File: src/rtl/rom_loader_if.sv
// Byte-stream input and program-RAM write port of the ROM loader.
// The slave modport is the loader side; master is the byte source / RAM / CPU side.
interface rom_loader_if #(
  parameter int unsigned ADDR_W = 9
);
  logic [7:0]        byte_in;
  logic              byte_valid;
  logic              byte_ready;
  logic              reload;
  logic [ADDR_W-1:0] mem_addr;
  logic [7:0]        mem_data;
  logic              mem_write_en;
  logic              cpu_reset;
  logic              loaded;
  logic              error;

  modport slave (
    input  byte_in, byte_valid, reload,
    output byte_ready, mem_addr, mem_data, mem_write_en, cpu_reset, loaded, error
  );

  modport master (
    output byte_in, byte_valid, reload,
    input  byte_ready, mem_addr, mem_data, mem_write_en, cpu_reset, loaded, error
  );
endinterface

File: src/rtl/rom_loader.sv
// Validates an "ASRM" framed byte stream and writes it into program RAM,
// holding the CPU in reset until a checksum-correct image has loaded.
module rom_loader #(
  parameter int unsigned ADDR_W  = 9,
  parameter int unsigned TIMEOUT = 100000
) (
  input logic         clk,
  input logic         reset,
  rom_loader_if.slave bus
);

  localparam logic [2:0] StHunt  = 3'd0;
  localparam logic [2:0] StMagic = 3'd1;
  localparam logic [2:0] StLenLo = 3'd2;
  localparam logic [2:0] StLenHi = 3'd3;
  localparam logic [2:0] StData  = 3'd4;
  localparam logic [2:0] StSum   = 3'd5;
  localparam logic [2:0] StDone  = 3'd6;
  localparam logic [2:0] StError = 3'd7;

  localparam int unsigned TimerW = $clog2(TIMEOUT + 1);
  localparam int unsigned MaxLen = (2 ** ADDR_W) - 4;

  logic [2:0]        state_q, state_d;
  logic [ADDR_W-1:0] ptr_q, ptr_d;
  logic [ADDR_W-1:0] cnt_q, cnt_d;
  logic [7:0]        len_lo_q, len_lo_d;
  logic [7:0]        sum_q, sum_d;
  logic [TimerW-1:0] timer_q, timer_d;
  logic              error_q, error_d;
  logic [ADDR_W-1:0] addr_q, addr_d;
  logic [7:0]        data_q, data_d;
  logic              we_q, we_d;

  logic        byte_ready;
  logic        accept;
  logic        counting;
  logic        timeout;
  logic [15:0] len;
  logic [7:0]  magic_exp;

  assign byte_ready = (state_q != StDone) && (state_q != StError);
  assign accept     = bus.byte_valid && byte_ready;
  assign counting   = (state_q != StHunt) && byte_ready;
  // The timer reaches TIMEOUT on the same edge that moves the FSM to ERROR.
  assign timeout    = counting && (timer_q == TimerW'(TIMEOUT - 1));
  assign len        = {bus.byte_in, len_lo_q};

  always_comb begin
    case (ptr_q[1:0])
      2'd1:    magic_exp = 8'h53;
      2'd2:    magic_exp = 8'h52;
      default: magic_exp = 8'h4d;
    endcase
  end

  always_comb begin
    state_d  = state_q;
    ptr_d    = ptr_q;
    cnt_d    = cnt_q;
    len_lo_d = len_lo_q;
    sum_d    = sum_q;
    error_d  = error_q;
    addr_d   = addr_q;
    data_d   = data_q;
    we_d     = 1'b0;
    timer_d  = counting ? timer_q + 1'b1 : '0;

    if (timeout) begin
      state_d = StError;
      error_d = 1'b1;
    end else if (accept) begin
      timer_d = '0;
      case (state_q)
        StHunt: begin
          if (bus.byte_in == 8'h41) begin
            addr_d  = '0;
            data_d  = bus.byte_in;
            we_d    = 1'b1;
            error_d = 1'b0;
            ptr_d   = ADDR_W'(1);
            state_d = StMagic;
          end
        end
        StMagic: begin
          if (bus.byte_in == magic_exp) begin
            addr_d = ptr_q;
            data_d = bus.byte_in;
            we_d   = 1'b1;
            ptr_d  = ptr_q + 1'b1;
            if (ptr_q == ADDR_W'(3)) state_d = StLenLo;
          end else if (bus.byte_in == 8'h41) begin
            addr_d = '0;
            data_d = bus.byte_in;
            we_d   = 1'b1;
            ptr_d  = ADDR_W'(1);
          end else begin
            state_d = StHunt;
          end
        end
        StLenLo: begin
          len_lo_d = bus.byte_in;
          state_d  = StLenHi;
        end
        StLenHi: begin
          ptr_d = ADDR_W'(4);
          sum_d = '0;
          cnt_d = len[ADDR_W-1:0];
          if (32'(len) > MaxLen) begin
            state_d = StError;
            error_d = 1'b1;
          end else if (len == 16'd0) begin
            state_d = StSum;
          end else begin
            state_d = StData;
          end
        end
        StData: begin
          addr_d = ptr_q;
          data_d = bus.byte_in;
          we_d   = 1'b1;
          ptr_d  = ptr_q + 1'b1;
          sum_d  = sum_q + bus.byte_in;
          cnt_d  = cnt_q - 1'b1;
          if (cnt_q == ADDR_W'(1)) state_d = StSum;
        end
        StSum: begin
          if (bus.byte_in == sum_q) begin
            state_d = StDone;
          end else begin
            state_d = StError;
            error_d = 1'b1;
          end
        end
        default: ;
      endcase
    end else if (bus.reload && !byte_ready) begin
      state_d = StHunt;
    end
  end

  always_ff @(posedge clk or posedge reset) begin
    if (reset) begin
      state_q  <= StHunt;
      ptr_q    <= '0;
      cnt_q    <= '0;
      len_lo_q <= '0;
      sum_q    <= '0;
      timer_q  <= '0;
      error_q  <= 1'b0;
      addr_q   <= '0;
      data_q   <= '0;
      we_q     <= 1'b0;
    end else begin
      state_q  <= state_d;
      ptr_q    <= ptr_d;
      cnt_q    <= cnt_d;
      len_lo_q <= len_lo_d;
      sum_q    <= sum_d;
      timer_q  <= timer_d;
      error_q  <= error_d;
      addr_q   <= addr_d;
      data_q   <= data_d;
      we_q     <= we_d;
    end
  end

  assign bus.byte_ready   = byte_ready;
  assign bus.mem_addr     = addr_q;
  assign bus.mem_data     = data_q;
  assign bus.mem_write_en = we_q;
  assign bus.loaded       = (state_q == StDone);
  assign bus.cpu_reset    = (state_q != StDone);
  assign bus.error        = error_q;

endmodule

File: src/flat_wrapper.sv
// flat-port wrapper written by rule: the top's interface ports become plain ports
module rom_loader_flat 
#(
  parameter int unsigned ADDR_W  = 9,
  parameter int unsigned TIMEOUT = 100000
)
  (clk, reset, bus_byte_in, bus_byte_valid, bus_reload, bus_byte_ready, bus_mem_addr, bus_mem_data, bus_mem_write_en, bus_cpu_reset, bus_loaded, bus_error);
  rom_loader_if #(.ADDR_W(ADDR_W)) bus_i ();
  input logic clk;
  input logic reset;
  input wire logic [$bits(bus_i.byte_in)-1:0] bus_byte_in;
  input wire logic [$bits(bus_i.byte_valid)-1:0] bus_byte_valid;
  input wire logic [$bits(bus_i.reload)-1:0] bus_reload;
  output wire logic [$bits(bus_i.byte_ready)-1:0] bus_byte_ready;
  output wire logic [$bits(bus_i.mem_addr)-1:0] bus_mem_addr;
  output wire logic [$bits(bus_i.mem_data)-1:0] bus_mem_data;
  output wire logic [$bits(bus_i.mem_write_en)-1:0] bus_mem_write_en;
  output wire logic [$bits(bus_i.cpu_reset)-1:0] bus_cpu_reset;
  output wire logic [$bits(bus_i.loaded)-1:0] bus_loaded;
  output wire logic [$bits(bus_i.error)-1:0] bus_error;
  assign bus_i.byte_in = bus_byte_in;
  assign bus_i.byte_valid = bus_byte_valid;
  assign bus_i.reload = bus_reload;
  assign bus_byte_ready = bus_i.byte_ready;
  assign bus_mem_addr = bus_i.mem_addr;
  assign bus_mem_data = bus_i.mem_data;
  assign bus_mem_write_en = bus_i.mem_write_en;
  assign bus_cpu_reset = bus_i.cpu_reset;
  assign bus_loaded = bus_i.loaded;
  assign bus_error = bus_i.error;
  rom_loader #(.ADDR_W(ADDR_W), .TIMEOUT(TIMEOUT)) u_core (.clk(clk), .reset(reset), .bus(bus_i));
endmodule
File: config.mk
export PLATFORM = sky130hd
export DESIGN_NAME = rom_loader_flat
export DESIGN_NICKNAME = d
export VERILOG_FILES = /design/src/rtl/rom_loader_if.sv /design/src/rtl/rom_loader.sv /design/src/flat_wrapper.sv
export SDC_FILE = /design/constraint.sdc
export NUM_CORES = 1
export LEC_CHECK = 0
export BUFFER_PORTS_ARGS = -buffer_cell sky130_fd_sc_hd__buf_2
export CORE_MARGIN = 2
export CORE_UTILIZATION = 50
export CTS_CLUSTER_DIAMETER = 100
export DETAILED_ROUTE_END_ITERATION = 8
export PLACE_DENSITY = 0.7
export SYNTH_ARGS = -nofsm -noshare
export SYNTH_HDL_FRONTEND = slang
export SYNTH_SLANG_ARGS = --single-unit
File: constraint.sdc
create_clock -name clk -period 2.9 [get_ports clk]
set_clock_uncertainty 0.2 [all_clocks]
set_input_delay 0.29 -clock clk [delete_from_list [all_inputs] [get_ports clk]]
set_output_delay 0.29 -clock clk [all_outputs]
set_load 0.02 [all_outputs]
-- Word level (Yosys, flattened, before mapping)
Index checks and enable logic that the tools add are counted.
W data, S select, Z words.
- register bits: 73
- latch bits: 0
- bits in writable memories: 0
- ROM bits: 0
- input port bits: 12
- memories: 0
- add/sub/neg operators: 4
- multipliers: 0
- div/mod/pow operators: 0
- order comparisons: 1
- equality and inequality tests: 24
- shifts and indexed selects: 0
- muxes and demuxes: 38
- bitwise logic cells: 1
- reduce and logical (&&, ||, !) cells: 21
- operators with widths (kind ; count):
    $mux W17 ; 3
    $mux W9 ; 4
    $pmux W9 S4 ; 1
    $mux W3 ; 9
    $pmux W9 S3 ; 1
    $pmux W8 S3 ; 1
    $pmux W3 S6 ; 1
    $pmux W9 S2 ; 1
    $add A17 B1 Y17 const B ; 1
    $eq A17 B17 Y1 const B ; 1
    $gt A16 B9 Y1 const B ; 1
    $logic_not A16 Y1 ; 1
    $mux W8 ; 2
    $pmux W8 S2 ; 1
    $reduce_and A3 Y1 ; 4
    $mux W1 ; 11
    $ne A5 B5 Y1 const B ; 2
    $pmux W5 S2 ; 1
    $add A9 B1 Y9 const B ; 1
    $eq A3 B3 Y1 const B ; 3
    $eq A9 B1 Y1 const B ; 1
    $eq A9 B2 Y1 const B ; 1
    $reduce_bool A3 Y1 ; 3
    $sub A9 B1 Y9 const B ; 1
    22 further kinds ; 33

-- Longest topological paths before layout
- depth after elaboration: 7
- gate-level depth with buffers: 9
- depth with buffers taken out: 8

-- Worst setup path after synthesis
Ideal clock, no wire load.
- kind: reg2reg
- start: register u_core.ptr_q[0]
- end: register u_core.addr_q[6], in the netlist u_core.bus.mem_addr[6]
- setup time: 121 ps
- arrival: 2125 ps
- data required time: 2579 ps
- slack: 453 ps
- cell stages (with the launch flop): 9
- path buffers: 1
- clock period less this slack: 2447 ps
- cells stage by stage: dfrtp_1 > inv_1 > ha_1 > nor4_1 > o21a_1 > a211o_1 > nand3_1 > buf_2 > a22o_2
- word-level cells in the longest chain between the ends: 5
- elaborated cells on any way between the ends: 6
- those cells by class: eq/ne (3); mux (3)
- RTL lines (item ; line ; source):
    start: declaration ; rom_loader.sv:25 ; logic [ADDR_W-1:0] ptr_q, ptr_d;
    start signal: assignment ; rom_loader.sv:156 ; ptr_q <= ptr_d;
    $eq A2 B2 Y1 / $eq A2 B1 Y1 (equally long branches) ; rom_loader.sv:50 ; case (ptr_q[1:0])
    $pmux W5 S2 (*) ; rom_loader.sv:50 ;
    $eq A8 B7 Y1 (*) ; rom_loader.sv:86 ; if (bus.byte_in == magic_exp) begin
    $mux W9 (*) ; rom_loader.sv:86 ;
    $pmux W9 S3 (*) ; rom_loader.sv:74 ; case (state_q)
    end signal: assignment ; rom_loader.sv:162 ; addr_q <= addr_d;
    end: declaration ; rom_loader.sv:31 ; logic [ADDR_W-1:0] addr_q, addr_d;
Every way passes the cells marked *; elsewhere a longest branch is shown, timed or not.
A chain may end at the register's enable or synchronous reset.

-- Final worst setup path
- start: register u_core.timer_q[0]
- end: register u_core.len_lo_q[6]
- word-level cells in the longest chain between the ends: 4
- RTL lines (item ; line ; source):
    start: declaration ; rom_loader.sv:29 ; logic [TimerW-1:0] timer_q, timer_d;
    start signal: assignment ; rom_loader.sv:160 ; timer_q <= timer_d;
    $eq A17 B17 Y1 ; rom_loader.sv:46 ; assign timeout = counting && (timer_q == TimerW'(TIMEOUT - 1));
    $logic_and A1 B1 Y1 ; rom_loader.sv:46 ;
    $not A1 Y1 (no line) ; - ;
    $reduce_and A3 Y1 (no line) ; - ;
    end signal: assignment ; rom_loader.sv:158 ; len_lo_q <= len_lo_d;
    end: declaration ; rom_loader.sv:27 ; logic [7:0] len_lo_q, len_lo_d;
No other way between the ends.

==> metrics.cfg <==
[critical_path]
startpoint_type=flop
max_stage_delay_ns=0.66
arrival_ns=2.71
crit_type=flop to flop
required_ns=2.94
cp_cell_sequence=ha_1, and4_1, and2_1, a31o_2, or4_1, mux2_4
crit_path_top_delay_cell=or4_1
worstPathMaxFanout=8
end_kind=flop

[placement]
dp_cells=537
dp_hpwl_um=6486
gp_congestion=0.8525
port-buffer-count=33

[grt]
grt_max_degree=48
antenna_found_initial=0
grt_usage=0.2340
overflow=0
grt_pass1_wl_um=16210
first_global_vias=3303

[timing]
finalHoldViolCount=0
fin_setup_tns_ns=0
fin_crit_sh=0.9206
tightest_slew_ns=0.6474
whs_ns=0.04264
fin_crit_ns=2.670
drv_slew=0
relSlewSlack=0.5684
finalSetupViolations=0
clock.fmax_mhz=374.6
rsz0062_at_grt=no

[finish]
area_growth_pct=13.71
fillerInstances=697
drive_gt1_frac=0.1814
layout.cells.non_filler=554
final_nets=472
diodes=0

[logic_synthesis]
synth_common_cells=dfrtp_1, nor2_1, nand2_1
synth_area_leader_cell=dfrtp_1
syn_area_um2=4033
yosys_warnings=0
synth.area.top_cells=dfrtp_1, a22o_1, ha_1
ys_seq_area_frac=0.4530
synthesis.nets=434
synth_seq_cells=73
syn_area_per_cell_um2=9.860
yosysTopAreaCellShare=0.4530
synth_cells=409
yosysUniqueCellTypes=61
async_flop_share=1.000
synth.most_common_cell=dfrtp_1
synth_flop_cell=dfrtp_1
synth_edf_count=0

[floorplanning]
pin_count=34
rows=32
die-area_um2=8799
die_w_um=93.81
die_h_um=93.81
start_util=0.5192
core_um2=7767

[status]
outcome=finished, final reports clean

[cts]
cts_buffers=9
path_clk_slew_ns=0.08
clockBufferDepth=2
post_cts.repair.setup_buffers=0
cts.sinks=73
clk_root_buffer_cell=clkbuf_8
clock_latency_ns=0.36
tritoncts=yes
htreeDepth=3

[worst_hold_path]
hp-class=input port to flop

[routing]
vias_per_cell=6.014
wl_um=9436
drt-pass1-iter-count=5
detail-route-antenna-nets=0
vias=3332
wl_per_cell_um=17.03
drc=0
drtIter0Drc=251

[power]
p_comb_frac=0.391
swShare=0.3772
leakage_uw=0.002152
seqPwrFrac=0.365
p_switching_uw=1596
p_per_area_nw_per_um2=922.7
p_clk_frac=0.243
p_total_uw=4231
vdd_drop_max_uv=612.8
intPower_uw=2635

[run]
maxCapViolations=0

cell families after synthesis:
| logic type | count (synthesis) | synth area share |
|---|---|---|
| AOI/OAI and AO/OA | 116 | 0.2029 |
| xor gates and xnor gates | 24 | 0.05212 |
| adders and majority gates | 13 | 0.04220 |
| buffers and inverters | 38 | 0.04778 |
| DFF | 73 | 0.4530 |
| muxes | 8 | 0.02979 |
| and+or+nand+nor | 137 | 0.1722 |
path summary, 6_finish.rpt:
path,startpoint,end,slack (ns),cells past startpoint
max,u_core.timer_q[0]$_DFF_PP0_,u_core.len_lo_q[6]$_DFFE_PP0P_,0.23,6
min,bus_byte_in[7],u_core.bus.mem_data[7]$_DFFE_PP0P_,0.04,2
max reg2reg,u_core.timer_q[0]$_DFF_PP0_,u_core.len_lo_q[6]$_DFFE_PP0P_,0.23,6
min reg2reg,u_core.timer_q[0]$_DFF_PP0_,u_core.timer_q[0]$_DFF_PP0_,0.29,1
max in group asynchronous,reset,u_core.ptr_q[1]$_DFFE_PP0P_,1.48,4
min in group asynchronous,reset,u_core.timer_q[2]$_DFF_PP0_,0.35,3
layer usage:
| layer | GRT usage | part of all wire |
|---|---|---|
| met3 | 0.03531 | 0.045 |
| met2 | 0.3673 | 0.47 |
| met1 | 0.3328 | 0.47 |
| met5 | 0 | 0 |
| met4 | 0.07971 | 0.012 |
cells in the final DEF (no fill, tap or decap), types with 4 or more instances in the layout:
cell type	count
buf_2	33
xor2_1	14
nor4_1	4
o21ai_0	20
buf_4	11
clkbuf_8	12
nand4_1	4
and3_1	11
nand2_1	25
a21oi_1	21
nor3_1	10
mux2_4	8
nor2_1	38
nand3_1	21
a31oi_1	12
a22o_1	21
inv_1	18
dfrtp_1	73
ha_1	12
a41oi_1	4
o211ai_1	4
xnor2_1	10
metrics by stage:
step                        util  setup slack, ns  area (µm²)
after global placement    0.5544           0.2443        4307
final                     0.5904           0.2304        4586
after global routing      0.5904          0.03422        4586
after floorplan                -           0.4535        4033
after detailed placement  0.5544           0.2431        4307
after CTS                 0.5896           0.2302        4579
worst max-delay path: cells and delay by family, from the launching register on:
| kind | cells | cell delay (ns) |
|---|---|---|
| AO/OA/AOI/OAI | 1 | 0.23 |
| adder cells (fa/ha/maj) | 1 | 0.25 |
| AND/OR/NAND/NOR | 3 | 1.09 |
| flip-flops | 1 | 0.41 |
| multiplexers | 1 | 0.38 |
cell type report:
cell class                 instances  area [µm²]  share of cell area
sequential                        73        1827              0.3984
timing repair buffer              46       277.8             0.06057
inverter                          19       71.32             0.01555
clock inverter                     4       97.59             0.02128
tap                              102       127.6             0.02783
clock buffer                      12       165.2             0.03602
multi-input combinational        298        2019              0.4404
sequential cells by signal, summed over array words and instances, names as in the netlist:
signal,cells
u_core.len_lo_q,8
u_core.timer_q,17
u_core.state_q,3
u_core.bus.mem_write_en,1
u_core.cnt_q,9
u_core.bus.error,1
u_core.sum_q,8
u_core.ptr_q,9
u_core.bus.mem_addr,9
u_core.bus.mem_data,8
power groups by stage:
stage	combinational [µW]	sequential (µW)	clock (µW)
2_1_floorplan	1170	1590	0
3_3_place_gp	1600	1550	0
3_5_place_dp	1640	1550	0
4_1_cts	1650	1540	1050
5_1_grt	1840	1580	1090
6_report	1660	1550	1030
timing repair:
action	CTS	global route
setup endpoints to repair	0	1
gates resized for setup	0	1
hold buffers	1	0
hold endpoints to repair	26	0
(Power assumes the default switching activity.)
